**config.mk**
```make
export PLATFORM = sky130hd
export DESIGN_NAME = dmem_pipe
export DESIGN_NICKNAME = d
export VERILOG_FILES = /design/src/rtl/dmem_pkg.sv /design/src/rtl/dmem_rd_pipe.sv /design/src/rtl/dmem_pipe.sv
export SDC_FILE = /design/constraint.sdc
export NUM_CORES = 1
export LEC_CHECK = 0
export ABC_AREA = 1
export CELL_PAD_IN_SITES_DETAIL_PLACEMENT = 0
export CELL_PAD_IN_SITES_GLOBAL_PLACEMENT = 1
export CORE_UTILIZATION = 25
export DETAILED_ROUTE_END_ITERATION = 16
export GPL_TIMING_DRIVEN = 0
export PLACE_DENSITY = 0.54
export SKIP_CTS_REPAIR_TIMING = 1
export SYNTH_ARGS = -nofsm -noshare
export SYNTH_HDL_FRONTEND = slang
export SYNTH_HIERARCHICAL = 1
export SYNTH_SLANG_ARGS = --single-unit
```
**constraint.sdc**
```tcl
create_clock -name clk -period 5.4 [get_ports clk]
set_input_delay 1.08 -clock clk [delete_from_list [all_inputs] [get_ports clk]]
set_output_delay 1.08 -clock clk [all_outputs]
set_load 0.05 [all_outputs]
```
**src/rtl/dmem_pkg.sv**
```systemverilog
// Shared types and helpers for the pipelined data memory (dmem_pipe).
// The package carries the FSM state encoding, the per-byte parity function and width helpers.
package dmem_pkg;

    typedef enum logic {
        ST_INIT,
        ST_IDLE
    } state_t;

    // Even parity: the stored bit makes the total count of ones in byte+bit even.
    function automatic logic byte_parity(input logic [7:0] b);
        return ^b;
    endfunction

    function automatic int strb_w(input int data_w);
        return data_w / 8;
    endfunction

    function automatic int addr_shift(input int data_w, input int byte_addr);
        return (byte_addr != 0) ? $clog2(data_w / 8) : 0;
    endfunction

endpackage

```
**src/rtl/dmem_rd_pipe.sv**
```systemverilog
// Read response pipeline: READ_LAT-deep valid/data/err shift register with synchronous flush.
// Stage 0 is aligned with the memory's registered read output; data and error are merged there.
module dmem_rd_pipe #(
    parameter int DATA_W   = 32,
    parameter int READ_LAT = 1
) (
    input  logic              clk,
    input  logic              flush,
    input  logic              in_valid,
    input  logic              in_oor,
    input  logic [DATA_W-1:0] in_rdata,
    input  logic              in_perr,
    output logic              out_valid,
    output logic [DATA_W-1:0] out_rdata,
    output logic              out_err
);

    logic              s0_valid_reg;
    logic              s0_oor_reg;
    logic              m_valid;
    logic [DATA_W-1:0] m_data;
    logic              m_err;
    logic              tail_valid;
    logic [DATA_W-1:0] tail_data;
    logic              tail_err;

    always_ff @(posedge clk) begin
        if (flush) begin
            s0_valid_reg <= 1'b0;
        end else begin
            s0_valid_reg <= in_valid;
        end
        s0_oor_reg <= in_oor;
    end

    // Out-of-range reads must return zero regardless of what the aliased word holds.
    assign m_valid = s0_valid_reg;
    assign m_data  = s0_oor_reg ? '0 : in_rdata;
    assign m_err   = s0_oor_reg | in_perr;

    generate
        if (READ_LAT == 1) begin : g_direct
            assign tail_valid = m_valid;
            assign tail_data  = m_data;
            assign tail_err   = m_err;
        end else begin : g_sr
            logic              v_reg [READ_LAT-1];
            logic [DATA_W-1:0] d_reg [READ_LAT-1];
            logic              e_reg [READ_LAT-1];

            always_ff @(posedge clk) begin
                if (flush) begin
                    for (int k = 0; k < READ_LAT - 1; k++) begin
                        v_reg[k] <= 1'b0;
                    end
                end else begin
                    v_reg[0] <= m_valid;
                    for (int k = 1; k < READ_LAT - 1; k++) begin
                        v_reg[k] <= v_reg[k-1];
                    end
                end
                d_reg[0] <= m_data;
                e_reg[0] <= m_err;
                for (int k = 1; k < READ_LAT - 1; k++) begin
                    d_reg[k] <= d_reg[k-1];
                    e_reg[k] <= e_reg[k-1];
                end
            end

            assign tail_valid = v_reg[READ_LAT-2];
            assign tail_data  = d_reg[READ_LAT-2];
            assign tail_err   = e_reg[READ_LAT-2];
        end
    endgenerate

    assign out_valid = tail_valid;
    assign out_rdata = tail_valid ? tail_data : '0;
    assign out_err   = tail_valid & tail_err;

endmodule

```
**src/rtl/dmem_pipe.sv**
```systemverilog
// Pipelined word data memory with byte strobes, range checking and a post-reset clear sweep.
// Optional per-byte even parity with error injection when DMEM_PARITY_EN is defined.
module dmem_pipe
    import dmem_pkg::*;
#(
    parameter int DATA_W       = 32,
    parameter int DEPTH        = 32,
    parameter int READ_LAT     = 1,
    parameter int BYTE_ADDR    = 0,
    parameter int CLEAR_ON_RST = 1
) (
    input  logic                clk,
    input  logic                rst,
    input  logic                req_valid,
    output logic                req_ready,
    input  logic                req_we,
    input  logic [31:0]         req_addr,
    input  logic [DATA_W-1:0]   req_wdata,
    input  logic [DATA_W/8-1:0] req_wstrb,
`ifdef DMEM_PARITY_EN
    input  logic                par_inj,
`endif
    output logic                rsp_valid,
    output logic [DATA_W-1:0]   rsp_rdata,
    output logic                rsp_err
);

    localparam int NB     = strb_w(DATA_W);
    localparam int AW     = $clog2(DEPTH);
    localparam int ASHIFT = addr_shift(DATA_W, BYTE_ADDR);

    state_t            state_reg, state_next;
    logic [AW-1:0]     clr_cnt_reg, clr_cnt_next;
    logic              clr_active;

    logic [31:0]       addr_w;
    logic [AW-1:0]     idx;
    logic              oor;
    logic              acc;
    logic              rd_en;

    logic              wr_en;
    logic [AW-1:0]     wr_idx;
    logic [DATA_W-1:0] wr_data;
    logic [NB-1:0]     wr_strb;
    logic [DATA_W-1:0] ram_q;
    logic [NB-1:0]     perr_lane;

    always_ff @(posedge clk) begin
        if (rst) begin
            state_reg   <= ST_INIT;
            clr_cnt_reg <= '0;
        end else begin
            state_reg   <= state_next;
            clr_cnt_reg <= clr_cnt_next;
        end
    end

    always_comb begin
        state_next   = state_reg;
        clr_cnt_next = clr_cnt_reg;
        case (state_reg)
            ST_INIT: begin
                if (CLEAR_ON_RST == 0 || clr_cnt_reg == AW'(DEPTH - 1)) begin
                    state_next = ST_IDLE;
                end
                if (CLEAR_ON_RST != 0) begin
                    clr_cnt_next = clr_cnt_reg + 1'b1;
                end
            end
            ST_IDLE: state_next = ST_IDLE;
            default: state_next = ST_INIT;
        endcase
    end

    always_comb begin
        req_ready  = 1'b0;
        clr_active = 1'b0;
        case (state_reg)
            ST_INIT: clr_active = (CLEAR_ON_RST != 0);
            ST_IDLE: req_ready  = 1'b1;
            default: req_ready  = 1'b0;
        endcase
    end

    assign addr_w = req_addr >> ASHIFT;
    assign idx    = addr_w[AW-1:0];
    assign oor    = |addr_w[31:AW];
    assign acc    = req_valid & req_ready & ~rst;
    assign rd_en  = acc & ~req_we;

    // The clear sweep and accepted writes share the single array write port.
    always_comb begin
        wr_en   = 1'b0;
        wr_idx  = idx;
        wr_data = req_wdata;
        wr_strb = req_wstrb;
        if (clr_active) begin
            wr_en   = 1'b1;
            wr_idx  = clr_cnt_reg;
            wr_data = '0;
            wr_strb = '1;
        end else if (acc && req_we && !oor) begin
            wr_en   = 1'b1;
        end
    end

`ifdef DMEM_PARITY_EN
    logic wr_inj;
    assign wr_inj = par_inj & ~clr_active;
`endif

    genvar gi;
    generate
        for (gi = 0; gi < NB; gi++) begin : g_lane
            logic [7:0] lane_mem [DEPTH];
            logic [7:0] q_reg;

            always_ff @(posedge clk) begin
                if (wr_en && wr_strb[gi]) begin
                    lane_mem[wr_idx] <= wr_data[gi*8 +: 8];
                end
                if (rd_en) begin
                    q_reg <= lane_mem[idx];
                end
            end

            assign ram_q[gi*8 +: 8] = q_reg;

`ifdef DMEM_PARITY_EN
            logic par_mem [DEPTH];
            logic par_q_reg;

            always_ff @(posedge clk) begin
                if (wr_en && wr_strb[gi]) begin
                    par_mem[wr_idx] <= byte_parity(wr_data[gi*8 +: 8]) ^ wr_inj;
                end
                if (rd_en) begin
                    par_q_reg <= par_mem[idx];
                end
            end

            assign perr_lane[gi] = byte_parity(q_reg) ^ par_q_reg;
`else
            assign perr_lane[gi] = 1'b0;
`endif
        end
    endgenerate

    dmem_rd_pipe #(
        .DATA_W   (DATA_W),
        .READ_LAT (READ_LAT)
    ) u_rd_pipe (
        .clk       (clk),
        .flush     (rst),
        .in_valid  (rd_en),
        .in_oor    (oor),
        .in_rdata  (ram_q),
        .in_perr   (|perr_lane),
        .out_valid (rsp_valid),
        .out_rdata (rsp_rdata),
        .out_err   (rsp_err)
    );

endmodule

```
==> impl_metrics.tcl <==
set metrics [dict create \
    cts-root-buf "clkbuf_16" \
    violations "capacitance limit, slew limit" \
    die_w_um 422 \
    hold_class "reg -> reg" \
    cts_htree_levels 3 \
    wl_per_cell_um 24.4 \
    cts_buffer_depth 3 \
    cp_cell_sequence "clkdlybuf4s50_1 -> inv_1 -> clkbuf_1 -> buf_1 -> nand3_1 -> nand2_1 -> nand2_1 -> nand2_1 -> nand2_1 -> nand2_1" \
    dieArea_um2 178000 \
    row_count 153 \
    fmax_ghz 0.253 \
    max-cap-violations 2 \
    ir_drop_v 0.000256 \
    synth_cell_type_count 27 \
    num-fill-cells 18000 \
    avgViaCountPerCell 4.55 \
    cp.required_ns 5.96 \
    synthesis.area_um2 44100 \
    overflow 0 \
    syn_inst 3917 \
    rr_startpoint "state_reg$_SDFF_PP0_" \
    portBuffers 103 \
    drc 0 \
    pin_count 107 \
    power_w 0.0179 \
    place.detailed.hpwl_mm 115 \
    fin_worst_skew_ns 0.0229 \
    grt_start_max_net_pins 33 \
    cts_tree "built" \
    routabilityCongestion 0.870 \
    vias 29900 \
    min_from "clr_cnt_reg[0]$_SDFFE_PP0N_" \
    multi_input_area_um2 10700 \
    cp_data_arrival_time_ns 4.52 \
    die_h_um 422 \
    yosysWarnings 6 \
    p_leak_nw 19.0 \
    slowest_stage "clkbuf_1" \
    slew_violations 11 \
    syn2layout_area_growth_pct 17.5 \
    clk_pin_slew_ns 0.06 \
    post-route-min-period_ns 3.96 \
    tns_ns 0 \
    drt_iter0_drc 2832 \
    endpoint_kind "register" \
    slowest_delay_ns 0.95 \
    numCtsBuffers 117 \
    drt_pass1_iterations 6 \
    synth_seq_area_share 0.723 \
    antenna_left 0 \
    antenna_found_initial 7 \
    grt_use_total 0.177 \
    start_util 0.253 \
    totalWireLength_mm 160 \
    drive_gt1_frac 0.0828 \
    power_density_nw_per_um2 345 \
    crit_type "in -> reg" \
    period_share 0.732 \
    rsz0062_at_grt "no" \
    grt_pass1_vias 28800 \
    startpoint "req_addr[2]" \
    regArea_um2 31900 \
    nNetsFinal 4227 \
    avgSynthCellArea_um2 11.3 \
    hold_viol 0 \
    synth_fp_nets 3991 \
    grt_pass1_wl_mm 222 \
    clk_latency_ns 0.76 \
    cpMostUsedCell "nand2_1" \
    tightest_slew_ns 1.52 \
    relSlewSlack -0.0129 \
    crit_fanout 10 \
    start_kind "primary input" \
    clkSinkCount 1064 \
    largest_reg_flops 1024 \
    status "finished, violations left" \
    finalSetupViolCount 0 \
    ys_seq_elements 1064 \
    core_um2 174000 \
]
==> where the power goes <==
part | total, W | switching, W | internal [W]
Sequential | 0.00908 | 0.0000188 | 0.00906
Clock | 0.00758 | 0.00330 | 0.00427
Combinational | 0.00121 | 0.000896 | 0.000309
Total | 0.0179 | 0.00422 | 0.0136
==> per-layer routing <==
metal,GRT usage,wire length [µm]
met1,0.231,68900
met5,0,0
met2,0.300,77500
met4,0.0598,5330
met3,0.0253,8710
==> logic make-up after synthesis <==
logic type,Yosys count,share of synthesized area
buf+inv,339,0.0350
fa+ha+maj,2,0.000568
flops,1064,0.723
other cells,1,0.0000851
simple gates,2373,0.225
compound gates,137,0.0157
xor+xnor,1,0.000199
==> worst paths after layout <==
kind                                             end  slack, ns  cells after the start
setup / recovery        g_lane[0].q_reg[7]$_DFFE_PP_       1.44                     10
hold / removal           clr_cnt_reg[0]$_SDFFE_PP0N_       0.52                      2
setup reg to reg  g_lane[0].lane_mem[8][7]$_DFFE_PP_       1.51                      5
hold reg to reg          clr_cnt_reg[0]$_SDFFE_PP0N_       0.52                      2
==> layout make-up <==
type,count,area share
clock inverters,62,0.00863
inverters,85,0.00621
clock buffers,145,0.0594
diodes,3,0.000145
multi-input cells,2514,0.207
flip-flops and latches,1064,0.615
well taps,2325,0.0562
repair buffers,117,0.0231
plain buffers,254,0.0236
==> worst max-delay path, delay by kind of cell <==
kind / cells / cell delay, ns
buffers and inverters: 4 / 2.53
and+or+nand+nor: 6 / 0.89
==> cells in the mapped netlist <==
cell / count / share of area
nand3_1: 768 / 0.087
dfxtp_1: 8 / 0.0036
buf_6: 4 / 0.0010
inv_4: 1 / 0.00014
buf_4: 19 / 0.0032
a21oi_2: 1 / 0.00020
conb_1: 1 / 0.000085
o21ai_1: 4 / 0.00045
nand2_2: 1 / 0.00014
nor4_4: 1 / 0.00048
nand3_2: 4 / 0.00091
xnor2_1: 1 / 0.00020
buf_1: 32 / 0.0027
edfxtp_1: 1056 / 0.72
inv_2: 4 / 0.00034
nor4_1: 1 / 0.00014
ha_1: 2 / 0.00057
nand2_1: 1527 / 0.13
a211oi_1: 1 / 0.00017
a21oi_1: 131 / 0.015
nor3_1: 2 / 0.00023
clkbuf_1: 67 / 0.0057
inv_1: 80 / 0.0068
buf_2: 132 / 0.015
nor2_2: 4 / 0.00057
nor2_1: 64 / 0.0055
nor2_4: 1 / 0.00026
==> metrics by stage <==
stage	cell area (µm²)	util	worst slack [ns]	cells	hold WS (ns)
after CTS	51700	0.297	1.45	6564	0.513
after detailed placement	48200	0.277	0.659	6357	0.502
final	51800	0.297	1.44	6569	0.515
after floorplan	44100	-	0.385	3917	0.454
after global placement	48000	0.275	-2.61	6345	0.493
after global routing	51800	0.297	1.39	6566	0.545
==> layout by cell type, fill, tap and decap left out, types with 6 or more instances in the layout <==
cell and n:
buf_2 132, nor2_1 64, a21oi_2 19, a21oi_1 113
clkbuf_16 119, bufinv_16 6, clkbuf_1 93, clkdlybuf4s50_1 103
nand3_1 768, dfxtp_1 8, buf_4 26, clkinv_2 13
inv_1 80, edfxtp_1 1056, nand2_1 1527, clkinv_1 35
buf_1 32
Power figures use the tool's default switching activity.
